<file path="src/rtl/aes_round_ctrl.sv">
// aes_round_ctrl
//   Sequences one AES-128 encryption over the shared SubBytes, MixColumns and
//   key-expansion units. Holds the 128-bit state, applies AddRoundKey and
//   ShiftRows locally, and supervises every wait with a watchdog.
//
// Ports
//   clk, resetn          clock, synchronous active-low reset
//   start, pt_in         host start pulse (IDLE only) and plaintext
//   busy, done, ct_out   host status, one-cycle done pulse, ciphertext register
//   err                  one-cycle pulse on watchdog expiry
//   rk_req/rk_idx        round-key request and index, rk_ack/rk_data response
//   sbox_en/sbox_in      SubBytes request, sbox_done/sbox_out response
//   mix_en/mix_in        MixColumns request, mix_valid/mix_word column results
//
// state  | meaning
// -------+--------------------------------------------------------------
// IDLE   | waiting for start
// KEY    | round key requested; AddRoundKey on rk_ack
// SUB    | SubBytes running; ShiftRows applied on sbox_done
// MIX    | MixColumns running; four column words collected
// FIN    | ciphertext presented, done pulse
// ERR    | watchdog expired, err pulse
module aes_round_ctrl #(
  parameter int WDOG_CYCLES = 256,
  parameter int NROUNDS     = 10
) (
  input  logic         clk,
  input  logic         resetn,
  input  logic         start,
  input  logic [127:0] pt_in,
  output logic         busy,
  output logic         done,
  output logic [127:0] ct_out,
  output logic         err,
  output logic         rk_req,
  output logic [3:0]   rk_idx,
  input  logic         rk_ack,
  input  logic [127:0] rk_data,
  output logic         sbox_en,
  output logic [127:0] sbox_in,
  input  logic         sbox_done,
  input  logic [127:0] sbox_out,
  output logic         mix_en,
  output logic [127:0] mix_in,
  input  logic         mix_valid,
  input  logic [31:0]  mix_word
);

  localparam int         WW        = $clog2(WDOG_CYCLES + 1);
  localparam logic [WW-1:0] WDOG_LOAD = WW'(WDOG_CYCLES - 1);
  localparam logic [3:0] LAST      = 4'(NROUNDS);

  typedef enum logic [2:0] {
    S_IDLE, S_KEY, S_SUB, S_MIX, S_FIN, S_ERR
  } state_t;

  state_t         state, state_nxt;
  logic [127:0]   st;
  logic [3:0]     round;
  logic [1:0]     cnt;
  logic [31:0]    col0, col1, col2;
  logic [WW-1:0]  wdog;
  logic           wdog_tc;
  logic           in_wait;

  // Row r of the column-major state rotates left by r byte positions.
  function automatic logic [127:0] shift_rows(input logic [127:0] s);
    logic [127:0] r;
    r = '0;
    for (int c = 0; c < 4; c++) begin
      for (int rw = 0; rw < 4; rw++) begin
        r[127 - 8*(4*c + rw) -: 8] = s[127 - 8*(4*((c + rw) % 4) + rw) -: 8];
      end
    end
    return r;
  endfunction

  assign wdog_tc = (wdog == '0);
  assign in_wait = (state == S_KEY) || (state == S_SUB) || (state == S_MIX);
  assign rk_idx  = round;
  assign sbox_in = st;
  assign mix_in  = st;

  always_comb begin
    state_nxt = state;
    rk_req    = 1'b0;
    sbox_en   = 1'b0;
    mix_en    = 1'b0;
    done      = 1'b0;
    err       = 1'b0;
    case (state)
      S_IDLE: if (start) state_nxt = S_KEY;
      S_KEY: begin
        rk_req = 1'b1;
        // a completing handshake takes priority over a simultaneous expiry
        if (rk_ack)       state_nxt = (round == LAST) ? S_FIN : S_SUB;
        else if (wdog_tc) state_nxt = S_ERR;
      end
      S_SUB: begin
        sbox_en = 1'b1;
        if (sbox_done)    state_nxt = (round < LAST) ? S_MIX : S_KEY;
        else if (wdog_tc) state_nxt = S_ERR;
      end
      S_MIX: begin
        mix_en = 1'b1;
        if (mix_valid && cnt == 2'd3) state_nxt = S_KEY;
        else if (wdog_tc)             state_nxt = S_ERR;
      end
      S_FIN: begin
        done      = 1'b1;
        state_nxt = S_IDLE;
      end
      S_ERR: begin
        err       = 1'b1;
        state_nxt = S_IDLE;
      end
      default: state_nxt = S_IDLE;
    endcase
  end

  always_ff @(posedge clk) begin
    if (!resetn) begin
      state  <= S_IDLE;
      st     <= '0;
      round  <= '0;
      cnt    <= '0;
      col0   <= '0;
      col1   <= '0;
      col2   <= '0;
      wdog   <= WDOG_LOAD;
      busy   <= 1'b0;
      ct_out <= '0;
    end else begin
      state <= state_nxt;
      // down-counter reloads on every state entry and outside wait states
      if (!in_wait || state_nxt != state) wdog <= WDOG_LOAD;
      else if (!wdog_tc)                  wdog <= wdog - 1'b1;

      case (state)
        S_IDLE: if (start) begin
          st    <= pt_in;
          round <= '0;
          busy  <= 1'b1;
        end
        S_KEY: if (rk_ack) begin
          st <= st ^ rk_data;
          // loading ct_out here makes it valid during the done cycle
          if (round == LAST) ct_out <= st ^ rk_data;
          else               round  <= round + 1'b1;
        end
        S_SUB: if (sbox_done) st <= shift_rows(sbox_out);
        S_MIX: if (mix_valid) begin
          cnt <= cnt + 1'b1;
          case (cnt)
            2'd0:    col0 <= mix_word;
            2'd1:    col1 <= mix_word;
            2'd2:    col2 <= mix_word;
            default: st   <= {col0, col1, col2, mix_word};
          endcase
        end
        S_FIN, S_ERR: begin
          busy  <= 1'b0;
          round <= '0;
          cnt   <= '0;
        end
        default: ;
      endcase
    end
  end

endmodule
</file>
<file path="config.mk">
export PLATFORM = sky130hd
export DESIGN_NAME = aes_round_ctrl
export DESIGN_NICKNAME = d
export VERILOG_FILES = /design/src/rtl/aes_round_ctrl.sv
export SDC_FILE = /design/constraint.sdc
export NUM_CORES = 1
export LEC_CHECK = 0
export CAP_MARGIN = 30
export CORE_AREA = 2 2 313 315
export DETAILED_ROUTE_END_ITERATION = 7
export DIE_AREA = 0 0 315 317
export GPL_TIMING_DRIVEN = 0
export PLACE_DENSITY = 0.46
export SYNTH_ARGS = -nofsm -noshare
export SYNTH_HDL_FRONTEND = slang
export SYNTH_SLANG_ARGS = --single-unit
</file>
<file path="constraint.sdc">
create_clock -name clk -period 1.7 [get_ports clk]
set_input_delay 0.17 -clock clk [delete_from_list [all_inputs] [get_ports clk]]
set_output_delay 0.17 -clock clk [all_outputs]
set_load 0.05 [all_outputs]
</file>
# Yosys cells after proc, flatten, opt, wreduce, memory -nomap -nowiden

Cells that the tools add are included.

Register bits after elaboration: 371
Word-level logic and storage cells: 82

$add $sub $neg: 3
Order comparisons: 1
Equal/unequal tests: 16
Muxes and demuxes: 27
Bitwise operators: 2
Reductions and logical operators: 23

Operators by type and width:

| cell                                                                  | number |
|---|---|
| 128-bit two-way mux                                                   | 5 |
| 128-bit case mux with 4 select lines                                  | 1 |
| 128-bit bitwise XOR                                                   | 1 |
| 3-bit two-way mux                                                     | 6 |
| 4-bit two-way mux                                                     | 3 |
| 2-bit != test, second input constant                                  | 6 |
| 3-bit case mux with 4 select lines                                    | 1 |
| 4-bit case mux with 3 select lines                                    | 1 |
| 3-bit AND reduction                                                   | 4 |
| 9-bit logical NOT                                                     | 1 |
| 9-bit by 1-bit subtractor with 9-bit output, second input constant    | 1 |
| 3-bit by 2-bit equality test with 1-bit output, second input constant | 2 |
| 3-bit equality test, second input constant                            | 2 |
| 1-bit two-way mux                                                     | 6 |
| 6-bit AND reduction                                                   | 1 |
| 4-bit by 1-bit adder with 4-bit output, second input constant         | 1 |
| 2-bit equality test, second input constant                            | 2 |
| 4-bit equality test, second input constant                            | 1 |
| 4-bit less-than comparator, second input constant                     | 1 |
| 2-bit two-way mux                                                     | 2 |
| 2-bit case mux with 2 select lines                                    | 1 |
| 2-bit AND reduction                                                   | 2 |
| 4-bit AND reduction                                                   | 1 |
| 2-bit nonzero test                                                    | 2 |
| 15 further kinds                                                      | 18 |

# Depth between registers and ports, before layout

Word-level depth: 7
Mapped depth: 9

# Least setup slack after synthesis

OpenSTA, ideal clock, no wires.

Path type: flip-flop to flip-flop
Start point: register round[0] (netlist: rk_idx[0])
End point: register ct_out[100]
Setup time: 0.078 ns
Arrival time: 2.012 ns
Required time: 1.622 ns
Setup slack: -0.390 ns
Cell stages (with the launch flop): 9
Buffers on the path: 2
Period minus slack after synthesis: 2.090 ns
Cells stage by stage: dfxtp_1 inv_1 ha_1 and3b_1 nand3_1 buf_2 clkbuf_1 nor2_1 nor3_1

Longest elaborated chain between the ends: 2

Ends and longest elaborated chain:

| element                       | line | text |
|---|---|---|
| start: declaration            | 59   | `logic [3:0] round;` |
| start signal: assignment      | 149  | `else round <= round + 1'b1;` |
| 4-bit equality test           | 148  | `if (round == LAST) ct_out <= st ^ rk_data;` |
| 3-bit AND reduction (no line) | --   |  |
| end signal: assignment        | 148  |  |
| end: declaration              | 33   | `output logic [127:0] ct_out,` |

Every way passes these cells.
A chain may end at the register's enable or synchronous reset.

# Worst setup path after layout

Start point: register state[1]
End point: register st[100] (netlist: mix_in[100])

Longest elaborated chain between the ends: 3
Elaborated cells between the ends (all ways): 12
Those cells by class: eq/ne: 8; mux: 1; reduce/logical: 3

Ends and longest elaborated chain:

| element                                                                | line | text |
|---|---|---|
| start: declaration                                                     | 57   | `state_t state, state_nxt;` |
| start signal: assignment                                               | 134  | `state <= state_nxt;` |
| 3-bit by 1-bit equality test with 1-bit output (tied with other cells) | 139  | `case (state)` |
| 4-bit nonzero test (no line) / 2-bit != test (equally long branches)   | --   |  |
| 6-bit AND reduction (no line)                                          | --   |  |
| end signal: assignment                                                 | 141  | `st <= pt_in;` |
| end signal: assignment                                                 | 146  | `st <= st ^ rk_data;` |
| end signal: assignment                                                 | 151  | `S_SUB: if (sbox_done) st <= shift_rows(sbox_out);` |
| end: declaration                                                       | 58   | `logic [127:0] st;` |

Parallel ways exist; a longest one is shown, timed or not.

==> impl_metrics.ini <==
[sta]
max_freq_mhz = 498
drv_slew = 0
skew_ps = 35.5
tightest_slew_ps = 1130
tns_ps = -47380
hold_slack_ps = 121
final-hold-violation-count = 0
fin_crit_sh_pct = 118
rsz0062_at_grt = yes
slew-limit-headroom_pct = 24.3
period_needed_ps = 2010
setup_viol = 268
fin_ws_ps = -307

[yosys]
synthMuxAreaShare_pct = 6.61
synth_cell_types = 48
synth-seq-area-share_pct = 40.4
yosys.area_share.simple_pct = 14.7
synth_xor_area_share_pct = 6.39
synthTopCellsByArea = dfxtp_1, mux2_2, o22a_1
syn-mean-instance-area_sq_um = 8.68
synth_nets = 2547
yosys_most_used_dff = dfxtp_1
yosysWarnings = 0
synth_seq_cells = 371
synth_compound_area_share_pct = 21.8
synthCells = 2116
synth_edf_count = 0
async_reset_ff_share_pct = 0
synth-adder-area-share_pct = 0.613
synth_top_area_share_pct = 40.4
post-synth-top-count-cell = dfxtp_1
synthesis.area_sq_um = 18400
synth_top_family_by_area = compound AO/OA/AOI/OAI gates
yosysTopAreaCell = dfxtp_1
synth_common_cells = dfxtp_1, nor2_1, nand2_1, buf_4, o22ai_1

[clock_tree]
root_buffer = clkbuf_16
cts_tree = done
cts.path.max_buffers = 3
hold_buffers = 0
clk_pin_slew_ps = 60
numCtsBuffers = 47
clock_sinks = 371
htreeDepth = 2
clk_latency_ps = 590

[flow_run]
maxCapViolations = 0

[setup_path]
cpMaxStageDelayCell = dfxtp_4
critPathLaunch = state[1]
timing.rr.start = state[1]
reg2reg_depth = 9
critPathArrivalTime_ps = 2460
cp-start-kind = flop
required_ps = 2150
cp_max_fo = 10
crit_buf_inv = 6
endpoint_kind = flop
critPathKind = flop to flop
cp_cell_sequence = buf_12, buf_6, a211o_1, buf_4, nand3_4, clkbuf_16, clkbuf_16, buf_12, o2bb2ai_1
crit_family = buffers and inverters
cp.depth = 9
cpPeakStageDelay_ps = 370

[grt]
met3_usage_pct = 4.80
grt_pass1_wl_um = 159000
grt_overflow = 0
grt_max_degree = 12
met2_usage_pct = 38.7
first_global_vias = 20300
grt_use_met1_pct = 28.9
antenna_found_initial = 18
grt-busiest-layer = met2
grt_usage_pct = 22.5

[die]
dieArea_sq_um = 99900
ios = 816
std_cell_rows = 114
die_w_um = 315
start_util_pct = 19.1
core_sq_um = 96300
die_y_um = 317

[hold_path]
hp-start = rk_ack
min_path_cells = 3
hold_class = primary input to flop

[outcome]
status = finished with violations
violations = setup timing

[pwr]
cellPowerDensity_nw_per_um2 = 951
vdd_ir_drop_max_v = 0.000635
power.leakage_uw = 0.0152
power_uw = 33500

[finish]
drive_above_1_share_pct = 44.6
area_growth_pct = 92.0
nets = 3552

[drt]
num_vias = 20500
first_pass_iters = 5
drt-total-wl_um = 122000
via_per_inst = 4.63
wl_per_cell_um = 27.4
detail-route-antenna-nets = 0
drc = 0
drt_iter0_drc = 1356

[placement]
numPortBuffers = 814
gp_congestion = 0.850
hpwl_um = 87100
## path summary, 6_finish.rpt
| check | end | slack, ps |
|---|---|---|
| min | state[1] | 120 |
| min reg2reg | col0[13] | 460 |
| max | mix_in[100] | -310 |
| max reg2reg | mix_in[100] | -310 |
## layout by cell type, fill, tap and decap left out, types with 50 or more instances in the layout
cell type,synthesis,routed
a21oi_1,126,124
buf_12,0,55
buf_4,129,174
clkbuf_16,0,85
clkbuf_2,0,281
clkdlybuf4s50_1,0,420
dfxtp_1,371,341
dlymetal6s2s_1,0,73
mux2_2,107,75
nand2_1,200,197
nor2_1,245,57
nor2_2,0,61
nor2_4,0,127
nor3_2,0,80
o22a_1,128,124
o22ai_1,129,79
o22ai_2,0,50
o2bb2ai_2,0,83
xor2_1,106,106
## flip-flops by register name, indices dropped and copies added (netlist names)
name,cells
busy,1
cnt,2
col0,32
col1,32
col2,32
ct_out,128
mix_in,128
rk_idx,4
state,3
wdog,9
## routing by layer
layer | vias to the layer above | routed length [um]
li1 | 9469 | -
met1 | 10100 | 50300
met2 | 801 | 58900
met3 | 129 | 9290
met4 | 6 | 3090
met5 | - | 44
## area by class of cell
| type | count | area, sq um |
|---|---|---|
| fill | 9832 | 61000 |
| multi-input combinational | 1428 | 12000 |
| timing repair buffer | 970 | 9710 |
| sequential | 371 | 7480 |
| buffer | 295 | 2890 |
| tap | 1276 | 1600 |
| clock buffer | 77 | 1440 |
| clock inverter | 6 | 82.6 |
| inverter | 8 | 40.0 |
| antenna | 5 | 12.5 |
## stage by stage
step / cell area, sq um / utilization, % / setup slack (ps) / instances
5_1_grt: 35300 / 36.6 / -329 / 4431
6_report: 35300 / 36.6 / -307 / 4436
3_5_place_dp: 28600 / 29.7 / -1610 / 4218
4_1_cts: 33600 / 34.9 / -315 / 4403
3_3_place_gp: 28300 / 29.4 / -2030 / 4206
2_1_floorplan: 18600 / - / -139 / 2116
## worst reg2reg max path: stages, from the launching register on
cell and delay (ps):
dfxtp_4 370, buf_12 150, buf_6 120, a211o_1 270
buf_4 160, nand3_4 90, clkbuf_16 210, clkbuf_16 250
buf_12 160, o2bb2ai_1 80
## power breakdown
group / total (uW) / switching (uW) / internal (uW)
clock network: 10200 / 4130 / 6040
logic: 13200 / 7950 / 5220
registers: 10200 / 958 / 9250
total: 33500 / 13000 / 20500
## cells by family (layout without fill, tap and decap cells)
| kind of cell | after synthesis | in the layout |
|---|---|---|
| AOI/OAI and AO/OA | 553 | 553 |
| xor gates and xnor gates | 134 | 134 |
| adders and majority gates | 9 | 9 |
| buffers and inverters | 317 | 1356 |
| DFF | 371 | 371 |
| muxes | 108 | 108 |
| other | 0 | 5 |
| and+or+nand+nor | 624 | 624 |
## repair_timing
action,CTS,global route
pin swaps,70,144
cloned,29,21
resized for setup,1110,1107
endpoints found under the setup margin,761,683
hold endpoints to repair,0,0
buffers inserted,77,27
(Power assumes the default switching activity.)
==> edit 1: new RTL, same flow settings <==
Register the output `err`, cleared by the reset; this adds one clock of latency there. The other outputs are not delayed to match. Comments in the files are not updated.
--- a/src/rtl/aes_round_ctrl.sv
+++ b/src/rtl/aes_round_ctrl.sv
@@ -55,4 +55,6 @@
   } state_t;
 
+  logic err_d;
+
   state_t         state, state_nxt;
   logic [127:0]   st;
@@ -88,5 +90,5 @@
     mix_en    = 1'b0;
     done      = 1'b0;
-    err       = 1'b0;
+    err_d     = 1'b0;
     case (state)
       S_IDLE: if (start) state_nxt = S_KEY;
@@ -112,5 +114,5 @@
       end
       S_ERR: begin
-        err       = 1'b1;
+        err_d     = 1'b1;
         state_nxt = S_IDLE;
       end
@@ -169,3 +171,11 @@
   end
 
+  always_ff @(posedge clk) begin
+    if (!resetn) begin
+      err <= '0;
+    end else begin
+      err <= err_d;
+    end
+  end
+
 endmodule
Function: not settled (the Yosys comparison gave no result); the edit may change what the design does.
==> edit 1 against the original RTL <==
The run still ends with setup timing left. First-iteration DRC count is 23% higher. Worst setup slack worse by 0.012 ns. Critical path depth stayed put. Power is 5.6% higher. Wire length is 8.4% higher. Count of clock-buffer cells in the layout is 3 higher. Synthesized cell count is 13% higher. Largest power group unchanged. Clock power is 5% higher. Final area is 3.6% higher. Synthesized area is 7.7% higher. Clock skew is 0.016 ns lower. Non-clock buffer count is 5 higher. Sequential cell count is 1 higher. Maximum frequency is 0.59% lower.
==> edit 1: results <==
# TYPE chip_impl_metric gauge
chip_impl_info{name="run_status",value="finished with violations"} 1
chip_impl_info{name="violations_in_the_final_reports",value="setup timing"} 1
chip_impl_metric{name="grt_pass1_wl",unit="um"} 174000
chip_impl_metric{name="first_global_vias",unit=""} 22000
chip_impl_metric{name="drt_iter0_drc",unit=""} 1669
chip_impl_metric{name="postPlaceCellArea",unit="um2"} 29800
chip_impl_metric{name="p_int",unit="mW"} 21.5
chip_impl_metric{name="post-dp-hpwl",unit="um"} 93600
chip_impl_metric{name="hold-worst-slack",unit="ns"} 0.158
chip_impl_info{name="biggest_area_contributors_in_the_synthesized_netlist",value="dfxtp_1 38%, o221a_2 7.3%, mux2i_1 6.7%, nand2_1 6.2%, xnor2_1 5.8%"} 1
chip_impl_metric{name="final.clkbuf_count",unit=""} 80
chip_impl_metric{name="numCtsBuffers",unit=""} 50
chip_impl_metric{name="drt-wirelength-per-cell",unit="um"} 28.0
chip_impl_metric{name="layout_setup_ws",unit="ns"} -0.319
chip_impl_metric{name="nMultiInputCombCells",unit=""} 1681
chip_impl_metric{name="numPlacedInstances",unit=""} 4494
chip_impl_metric{name="netlist_instances",unit=""} 2400
chip_impl_metric{name="cts_sinks",unit=""} 372
chip_impl_metric{name="clk_latency",unit="ns"} 0.62
chip_impl_metric{name="gp_congestion",unit=""} 0.872
chip_impl_metric{name="setup-violations-final",unit=""} 279
chip_impl_metric{name="final_net_count",unit=""} 3817
chip_impl_metric{name="final_std_cells_w_o_fill",unit=""} 4708
chip_impl_metric{name="dpl_worst_slack",unit="ns"} -1.49
chip_impl_info{name="r2r_end",value="mix_in[33]$_SDFFE_PN0P_"} 1
chip_impl_metric{name="signal_buffer_area_fraction",unit=""} 0.363
chip_impl_metric{name="antenna_cells_inserted",unit=""} 11
chip_impl_metric{name="antenna_found_initial",unit=""} 35
chip_impl_metric{name="power.density_cell_area",unit="nW/um2"} 969
chip_impl_metric{name="finalSetupTns",unit="ns"} -56.96
chip_impl_metric{name="combined_global_route_utilization_of_all_metal_layers",unit=""} 0.246
chip_impl_metric{name="grt_start_max_net_pins",unit=""} 14
chip_impl_metric{name="post_synth_num_cell_types",unit=""} 46
chip_impl_metric{name="power_frac_seq",unit=""} 0.293
chip_impl_metric{name="actual_transition_at_the_worst_max_transition_pin",unit="ns"} 1.09
chip_impl_metric{name="final_layout_size_suffix_gt1_frac",unit=""} 0.393
## edit 1: changes by cell type after synthesis, moves of 25 or more
cell | before | now
mux2i_1 | 1 | 133
nand2_1 | 200 | 329
o221a_2 | 0 | 128
o22a_1 | 128 | 0
o2bb2ai_1 | 128 | 0
mux2_2 | 107 | 1
xor2_1 | 106 | 0
xnor2_1 | 28 | 131
a21oi_1 | 126 | 228
a211oi_1 | 24 | 109
nor3_1 | 109 | 134
## edit 1: worst max-delay path: cells and delay by family, from the launching register on
family	cells	cell delay (ns)
buf+inv	5	0.74
simple gates	1	0.25
compound gates	2	0.40
flops	1	0.37
mux	1	0.15
## edit 1: routing by layer
metal / up-vias / wire, um / track usage
met3: 163 / 8460 / 0.0534
met2: 789 / 63400 / 0.413
met4: 26 / 3400 / 0.0646
met1: 11100 / 56400 / 0.317
met5: - / 176 / 0
li1: 10500 / - / -
## edit 1: cell families after synthesis
| kind of cell | after synthesis | synth area share |
|---|---|---|
| muxes | 134 | 0.0679 |
| adders and majority gates | 9 | 0.00569 |
| and+or+nand+nor | 771 | 0.162 |
| DFF | 372 | 0.376 |
| AOI/OAI and AO/OA | 635 | 0.233 |
| xor gates and xnor gates | 131 | 0.0580 |
| buffers and inverters | 348 | 0.0970 |
## edit 1: what timing repair did
item | CTS | global route
pin swaps | 52 | 74
resized for setup | 1790 | 393
gates cloned | 34 | 28
setup buffers | 48 | 26
endpoints found under the setup margin | 760 | 404
## edit 1: worst max path at each step
stage,end,slack [ns],cells after the start
finish,mix_in[33]$_SDFFE_PN0P_,-0.32,9
global placement,mix_en,-2.07,6
detailed placement,mix_en,-1.49,6
floorplan,wdog[8]$_SDFFE_PP0N_,-0.12,7
CTS,ct_out[65]$_SDFFE_PN0P_,-0.43,11
global route,ct_out[92]$_SDFFE_PN0P_,-0.37,8
==> edit 2: new RTL, config.mk and constraints unchanged <==
Without the edit above. The parameter `WDOG_CYCLES` goes from 256 to 128.
--- a/src/rtl/aes_round_ctrl.sv
+++ b/src/rtl/aes_round_ctrl.sv
@@ -22,5 +22,5 @@
 // ERR    | watchdog expired, err pulse
 module aes_round_ctrl #(
-  parameter int WDOG_CYCLES = 256,
+  parameter int WDOG_CYCLES = 128,
   parameter int NROUNDS     = 10
 ) (
Behaviour: same outputs for any inputs over 4 cycles, from zero or initial values and one cycle with resetn low; that may be too few to reach the edited logic, so the function may still have changed.
==> edit 2 against the original RTL <==
The flow still finishes with violations (setup timing). Final area down 4.4%. Clock skew shrank 0.011 ns. Worst setup slack got worse by 0.10 ns. Critical path type unchanged. Largest cell class unchanged. Worst hold slack improved by 0.13 ns. Wire length fell by 0.86%. Power fell by 2.9%. Highest routed layer unchanged. Sequential cell count down 1. Die area did not move. Maximum frequency is 4.8% lower. Synthesized area grew 0.73%.
==> edit 2: results <==
# TYPE chip_impl_metric gauge
chip_impl_metric{name="worst_ir_drop_vdd",unit="mV"} 0.634
chip_impl_metric{name="post_cts_repair_timing_setup_buffer_count",unit=""} 52
chip_impl_info{name="violations_in_the_final_reports",value="setup timing"} 1
chip_impl_metric{name="groute.layer.met2.usage",unit=""} 0.394
chip_impl_metric{name="seq_area_frac_synth",unit=""} 0.400
chip_impl_metric{name="drtPass1Iterations",unit=""} 4
chip_impl_metric{name="post-dp-hpwl",unit="um"} 89400
chip_impl_metric{name="swShare",unit=""} 0.383
chip_impl_metric{name="postPlaceCellArea",unit="um2"} 28500
chip_impl_metric{name="gp_congestion",unit=""} 0.825
chip_impl_metric{name="post_cts_resize_count",unit=""} 497
chip_impl_metric{name="setup-violations-final",unit=""} 272
chip_impl_metric{name="yosys-mux-area-fraction",unit=""} 0.0640
chip_impl_metric{name="globalRouteMet3Util",unit=""} 0.0459
chip_impl_metric{name="globalRouteMet1Util",unit=""} 0.282
chip_impl_metric{name="layout_setup_ws",unit="ns"} -0.408
chip_impl_metric{name="leakage",unit="nW"} 17.4
chip_impl_metric{name="final_layout_size_suffix_gt1_frac",unit=""} 0.314
chip_impl_metric{name="slew_headroom",unit=""} 0.301
chip_impl_info{name="biggest_area_contributors_in_the_synthesized_netlist",value="dfxtp_1 40%, nand2_1 6.9%, o211a_1 6.7%, mux2i_1 6.2%, xnor2_1 6.0%"} 1
chip_impl_metric{name="numCtsBuffers",unit=""} 50
chip_impl_info{name="run_status",value="finished with violations"} 1
chip_impl_metric{name="synth_xor_area_frac",unit=""} 0.0620
chip_impl_metric{name="antenna_found_initial",unit=""} 23
chip_impl_metric{name="compound_gate_portion_of_the_synthesized_area",unit=""} 0.269
chip_impl_metric{name="fillCellCount",unit=""} 9907
-- edit 2: stage by stage --
step | hold WS (ns) | util
after floorplan | 0.311 | -
after global placement | 0.453 | 0.295
after detailed placement | 0.459 | 0.296
after CTS | 0.194 | 0.327
after global routing | 0.244 | 0.350
final | 0.254 | 0.350
-- edit 2: final timing paths --
check,cells past startpoint,from,to,slack [ns]
worst max-delay path,9,state[0]$_SDFF_PN0_,mix_in[115]$_SDFFE_PN0P_,-0.41
worst min register to register,2,col0[16]$_SDFFE_PN0P_,col0[16]$_SDFFE_PN0P_,0.46
worst min-delay path,3,pt_in[84],mix_in[84]$_SDFFE_PN0P_,0.25
worst max register to register,9,state[0]$_SDFF_PN0_,mix_in[115]$_SDFFE_PN0P_,-0.41
-- edit 2: layout make-up --
type / count / area [um2] / share of cell area
antenna: 8 / 20.0 / 0.000593
buffer: 286 / 2470 / 0.0732
clock buffer: 75 / 1500 / 0.0444
clock inverter: 15 / 140 / 0.00415
inverter: 35 / 139 / 0.00412
multi-input combinational: 1291 / 10800 / 0.319
sequential: 370 / 7460 / 0.221
tap: 1276 / 1600 / 0.0473
timing repair buffer: 928 / 9650 / 0.286
-- edit 2: cells by family after synthesis --
logic type	after synthesis
AO/OA/AOI/OAI	630
XOR/XNOR	131
adder cells (fa/ha/maj)	9
buffers and inverters	338
flip-flops	370
multiplexers	118
AND/OR/NAND/NOR	403
-- edit 2: worst max-delay path, cell delays in order (launching register included) --
cell and delay, ns:
dfxtp_2 0.33, buf_6 0.12, mux2_4 0.31, or3_4 0.38, a21boi_4 0.18, buf_12 0.15
buf_16 0.15, buf_12 0.14, buf_8 0.14, o2bb2ai_1 0.11
-- edit 2: metal layers --
metal,vias to the layer above,share of wire
li1,9083,-
met1,9687,0.42
met2,658,0.50
met3,134,0.058
met4,16,0.022
met5,-,0.00086
